`src/rtl/rf_write_arbiter.sv`:
```
// Two-requester round-robin write arbiter for a small register file, with a
// scrub sequence that zeroes every implemented entry on request.
module rf_write_arbiter #(
   parameter int NREG = 8
) (
   input  logic        clk,
   input  logic        reset_n,
   input  logic        req_a,
   input  logic        req_b,
   input  logic [3:0]  addr_a,
   input  logic [3:0]  addr_b,
   input  logic [31:0] data_a,
   input  logic [31:0] data_b,
   input  logic        init,
   output logic        gnt_a,
   output logic        gnt_b,
   output logic        err_a,
   output logic        err_b,
   output logic        busy,
   output logic        done,
   output logic        we,
   output logic [3:0]  wAddr,
   output logic [31:0] wData
);

   typedef enum logic {RUN, SCRUB} state_t;

   localparam logic [3:0] LAST_IDX = 4'(NREG - 1);

   state_t      state, state_nxt;
   logic [3:0]  scrub_cnt, scrub_cnt_nxt;
   logic        prio_a, prio_a_nxt;
   logic        gnt_a_nxt, gnt_b_nxt, err_a_nxt, err_b_nxt;
   logic        busy_nxt, done_nxt, we_nxt;
   logic [3:0]  waddr_nxt;
   logic [31:0] wdata_nxt;

   logic elig_a, elig_b, win_a, win_b, bad_a, bad_b;

   // A requester that is being granted this cycle sits out the next arbitration.
   assign elig_a = req_a & ~gnt_a;
   assign elig_b = req_b & ~gnt_b;
   assign win_a  = elig_a & (~elig_b | prio_a);
   assign win_b  = elig_b & (~elig_a | ~prio_a);
   assign bad_a  = ({1'b0, addr_a} >= 5'(NREG));
   assign bad_b  = ({1'b0, addr_b} >= 5'(NREG));

   always_ff @(posedge clk or negedge reset_n) begin
      if (!reset_n) begin
         state     <= RUN;
         scrub_cnt <= '0;
         prio_a    <= 1'b1;
         gnt_a     <= 1'b0;
         gnt_b     <= 1'b0;
         err_a     <= 1'b0;
         err_b     <= 1'b0;
         busy      <= 1'b0;
         done      <= 1'b0;
         we        <= 1'b0;
         wAddr     <= '0;
         wData     <= '0;
      end else begin
         // NOTE: non-blocking here so every register samples pre-edge values.
         state     <= state_nxt;
         scrub_cnt <= scrub_cnt_nxt;
         prio_a    <= prio_a_nxt;
         gnt_a     <= gnt_a_nxt;
         gnt_b     <= gnt_b_nxt;
         err_a     <= err_a_nxt;
         err_b     <= err_b_nxt;
         busy      <= busy_nxt;
         done      <= done_nxt;
         we        <= we_nxt;
         wAddr     <= waddr_nxt;
         wData     <= wdata_nxt;
      end
   end

   always_comb begin
      state_nxt = state;
      case (state)
         RUN:     if (init) state_nxt = SCRUB;
         SCRUB:   if (scrub_cnt == LAST_IDX) state_nxt = RUN;
         default: state_nxt = RUN;
      endcase
   end

   // Computes the next value of every registered output, so no input reaches
   // an output port without passing through a flop.
   always_comb begin
      // NOTE: every target gets a default first so no path can infer a latch.
      gnt_a_nxt     = 1'b0;
      gnt_b_nxt     = 1'b0;
      err_a_nxt     = 1'b0;
      err_b_nxt     = 1'b0;
      busy_nxt      = 1'b0;
      done_nxt      = 1'b0;
      we_nxt        = 1'b0;
      waddr_nxt     = wAddr;
      wdata_nxt     = wData;
      scrub_cnt_nxt = scrub_cnt;
      prio_a_nxt    = prio_a;
      case (state)
         RUN: begin
            if (init) begin
               busy_nxt      = 1'b1;
               we_nxt        = 1'b1;
               waddr_nxt     = '0;
               wdata_nxt     = '0;
               scrub_cnt_nxt = '0;
            end else if (win_a) begin
               gnt_a_nxt  = 1'b1;
               err_a_nxt  = bad_a;
               we_nxt     = ~bad_a;
               waddr_nxt  = addr_a;
               wdata_nxt  = data_a;
               prio_a_nxt = 1'b0;
            end else if (win_b) begin
               gnt_b_nxt  = 1'b1;
               err_b_nxt  = bad_b;
               we_nxt     = ~bad_b;
               waddr_nxt  = addr_b;
               wdata_nxt  = data_b;
               prio_a_nxt = 1'b1;
            end
         end
         SCRUB: begin
            // scrub_cnt names the entry currently on the write port.
            if (scrub_cnt == LAST_IDX) begin
               done_nxt = 1'b1;
            end else begin
               busy_nxt      = 1'b1;
               we_nxt        = 1'b1;
               scrub_cnt_nxt = scrub_cnt + 4'd1;
               waddr_nxt     = scrub_cnt + 4'd1;
               wdata_nxt     = '0;
            end
         end
         default: ;
      endcase
   end

endmodule

```
`config.mk`:
```
export PLATFORM = sky130hd
export DESIGN_NAME = rf_write_arbiter
export DESIGN_NICKNAME = d
export VERILOG_FILES = /design/src/rtl/rf_write_arbiter.sv
export SDC_FILE = /design/constraint.sdc
export NUM_CORES = 1
export LEC_CHECK = 0
export BUFFER_PORTS_ARGS = -buffer_cell sky130_fd_sc_hd__buf_2
export CAP_MARGIN = 15
export CORE_MARGIN = 5
export CORE_UTILIZATION = 38
export DETAILED_ROUTE_END_ITERATION = 12
export PLACE_DENSITY = 0.73
export SYNTH_ARGS = -nofsm -noshare
export SYNTH_HDL_FRONTEND = slang
export SYNTH_SLANG_ARGS = --single-unit
```
`constraint.sdc`:
```
create_clock -name clk -period 1.65 [get_ports clk]
set_input_delay 0.495 -clock clk [delete_from_list [all_inputs] [get_ports clk]]
set_output_delay 0.495 -clock clk [all_outputs]
set_load 0.02 [all_outputs]
```
Yosys cells after proc, flatten, opt, wreduce, memory -nomap -nowiden
Index checks and enable logic that the tools add are counted.

word-level totals
  output and inout port bits = 43
  flip-flop bits (word level) = 48
  input bits = 77

operators by class
  muxes and demuxes = 37
  reduce and logical (&&, ||, !) cells = 4
  bitwise logic cells = 15
  equal/unequal tests = 4
  add/sub/neg operators = 1
  magnitude comparators = 2

operator list
  cell                                                                   number
  32-bit two-way mux                                                     4
  32-bit one-hot mux with 2 select lines                                 1
  1-bit two-way mux                                                      23
  4-bit two-way mux                                                      5
  4-bit one-hot mux with 2 select lines                                  2
  1-bit inverter                                                         9
  4-bit greater-or-equal comparator, second input constant               2
  4-bit by 1-bit adder with 4-bit output, second input constant          1
  1-bit bitwise AND                                                      4
  4-bit by 3-bit equality test with 1-bit output, second input constant  1
  2-bit inequality test, second input constant                           2
  4-bit inequality test, second input constant                           1
  1-bit one-hot mux with 2 select lines                                  2
  2-bit AND reduction                                                    2
  3-bit AND reduction                                                    1
  1-bit bitwise OR                                                       2
  2-bit nonzero test                                                     1

Longest topological paths before layout
  depth after elaboration = 9
  mapped depth = 6
  depth with buffers taken out = 6

Least setup slack after synthesis
Ideal clock, no wire load.

  kind = input to register
  start = input req_a
  end = register wData[14]
  stages on the path = 5
  data arrival time = 1.426 ns
  slack = 0.105 ns
  path buffers = 1
  path through = nor2b_4 o41a_4 nand2_8 buf_8 o21ai_2

between the ends
  cells in the longest elaborated chain, start to end = 6
  elaborated cells between the ends (all ways) = 10
  those cells by class = 1 x eq/ne; 3 x mux; 5 x bitwise; 1 x reduce/logical

RTL lines
  item                                    line  source
  start: declaration                      8     input logic req_a,
  1-bit bitwise AND (*)                   41    assign elig_a = req_a & ~gnt_a;
  1-bit inverter                          44    assign win_b = elig_b & (~elig_a | ~prio_a);
  1-bit bitwise OR                        44
  1-bit bitwise AND                       44
  4-bit inequality test (no source line)  --
  2-bit AND reduction (no source line)    --
  end signal: assignment                  75    wData <= wdata_nxt;
  end: declaration                        23    output logic [31:0] wData

Mark *: on every way between the ends. The rest lies on a longest branch, timed or not.
A chain may end at the register's enable or synchronous reset.

==> metrics.txt <==
VDD IR-drop max=around 770 µV; post-route cell area=roughly 3300 µm²; cts bufs inserted=5; Yosys top cell by area=dfrtp_1; Reg-to-Reg End=wData[10]; grt ovf=0; R2R setup slack=approximately 0.11 ns; Leak=1.83 nW; PnR worst setup slack=about 0.044 ns; Tmin final=around 1.6 ns; Routed Antenna Nets=0; area fraction of the dominant cell type after synthesis=roughly half; Die Y=roughly 90 µm; Setup CP Type=register to primary output; metal2 WL=roughly 3.2 mm; slowest CP cell=dfrtp_2; syn_area_per_cell=~12 µm²; initial antenna violation count=0; status=finished, final reports clean; Yosys cell types=39; Worst Max-Slew Pin Slew=roughly 0.38 ns; drt first-iter violations=47; Mapped Area=about 2400 µm²; Top FF cell, synth=dfrtp_1; sequential share of the synthesized area=about half; hpwl dp=between 4 and 5 mm; Synth top cells by count=dfrtp_1, mux2i_1, nand2_1, o21ai_2, nand3_1; TritonCTS clock tree=done; Reg2Reg Depth=5; largest net degree at the start of global routing=36; Hold Path Class=input pin to asynchronous set/reset pin; ys async rst share=100%; first-pass GRT wire length=10.1 mm; Slew HR=approximately three quarters; clock skew=0.00360 ns; leading post-synthesis cells by cell area=dfrtp_1, mux2i_1, o21ai_2; fin util=approximately 52%; initial core utilization=about 39%; Power Dens Cells=1360 nW/µm²; drt pass-1 iters=4; Biggest register=wData; Worst path max stage delay=approximately 0.48 ns; All-Layer GR Usage=roughly 15%; I/O pin count=120; element type at the critical path end=primary output; DR WL/cell=approximately 14 µm; CP cell instances=buf_4, buf_2; clk_lat worst skew=0.29 ns; via count=approximately 2,000; critical path required time=1.15 ns; clock tree buffer depth=2; Slew Viols, Final=0; Min Hold Slack=just under 0.2 ns; Routed WL=approximately 6 mm; die width=about 90 µm; Worst Setup Start Kind=register; top-count cell post-synth=dfrtp_1; Inserted Diodes=0; GP Congestion=about 0.77; Worst-path clk slew=0.08 ns; crit path DAT=between 1 and 1.5 ns; Core Footprint=around 6300 µm²; Max Clk Rate=between 0.6 and 0.7 GHz; syn_nets=between 200 and 300; layout cell share with drive strength beyond 1=between 50 and 60%; R2R Path Start=state; Sink Count=48; Tcrit/Tclk final=roughly 97%; CP max FO=6; Synth warnings=0; Met1 Wirelength=2.34 mm; DR top layer=met4; I/O Buffers=119; CTS H-tree depth=2; drt drc=0; area delta synth->final=35.8%; number of global-route vias before repair=between 2,000 and 2,500; Worst Setup SP=state; drt via density=4.82; synthesized flop and latch total=48; metal3 WL=about 340 µm; CP endpoint=busy; largest registers=wData (32), scrub_cnt (4), wAddr (4); RSZ-0062 raised after global routing=false; Post-CTS Setup Bufs=0; endpoints failing hold=0; max reg flops=32; Post-Synthesis Cells=between 200 and 250; Post-synth EDFFs=0; Root Driver=clkbuf_8; dpl ws=-0.0779 ns; max_cap viols=0; Row Count=29; nets=~410; Total Die Area=about 8100 µm²; Placement Cell Area=around 3200 µm²; setup violators final=0
-- how the worst min path moves through the flow --
stage / from / end / slack [ns] / cells past startpoint
global route: reset_n / scrub_cnt[0] / 0.20 / 2
detailed placement: wData[29] / wData[29] / 0.46 / 2
global placement: wData[13] / wData[13] / 0.46 / 2
finish: reset_n / wData[31] / 0.19 / 2
floorplan: reset_n / done / 0.20 / 0
CTS: reset_n / wData[31] / 0.19 / 2
-- power by group --
group | switching, mW | internal, mW
Clock | 0.369 | 0.342
Combinational | 1.17 | 0.909
Sequential | 0.215 | 1.47
-- layout by cell type (no fill, tap or decap), drive strengths merged --
cell,n
a21oi,4
nand3,5
o21a,1
ha,1
nand4b,1
dfstp,1
a41oi,2
o21ai,37
o22a,1
nand2b,1
a21o,2
nand2,35
nor3,2
clkbuf,8
inv,3
o22ai,1
nor3b,1
o41ai,1
o41a,1
and2b,1
a32o,1
xor2,1
and2,1
nor2,4
nor2b,2
mux2i,34
dfrtp,47
a31oi,1
buf,135
xnor2,1
a22oi,1
-- metal layers --
layer  track usage (%)  vias to the layer above
met3              2.67                        9
met1              17.6                      934
met4              5.67                        0
met5                 0                        -
li1                  -                      989
met2              27.0                       65
-- logic make-up after synthesis --
| family | share of synthesized area (%) |
|---|---|
| xor gates and xnor gates | 0.724 |
| muxes | 14.1 |
| adders and majority gates | 0.517 |
| DFF | 49.7 |
| AOI/OAI and AO/OA | 18.6 |
| buffers and inverters | 5.27 |
| and+or+nand+nor | 11.2 |
-- area by class of cell --
cell class                 count  area [µm²]
sequential                    48        1200
clock buffer                   8        90.1
multi-input combinational    143        1110
inverter                       3        11.3
timing repair buffer         135         778
tap                           77        96.3
fill                         593        2990
-- worst max-delay path, delay by kind of cell (launching register included) --
family	cells	cell delay [ns]
flops	1	0.48
buf+inv	2	0.34
-- per-stage QoR --
step           total power, mW  cells  setup TNS, ns
2_1_floorplan             3.10    205              0
3_3_place_gp              3.74    406         -0.463
5_1_grt                   4.79    414              0
3_5_place_dp              3.79    406          -1.07
6_report                  4.48    414              0
4_1_cts                   4.52    414              0
-- repair_timing --
action	4_1_cts	5_1_grt
hold buffers	0	0
setup endpoints to repair	1	4
endpoints found under the hold margin	0	0
gates resized for setup	1	1
Note: power is estimated with default switching activity, not from simulation.
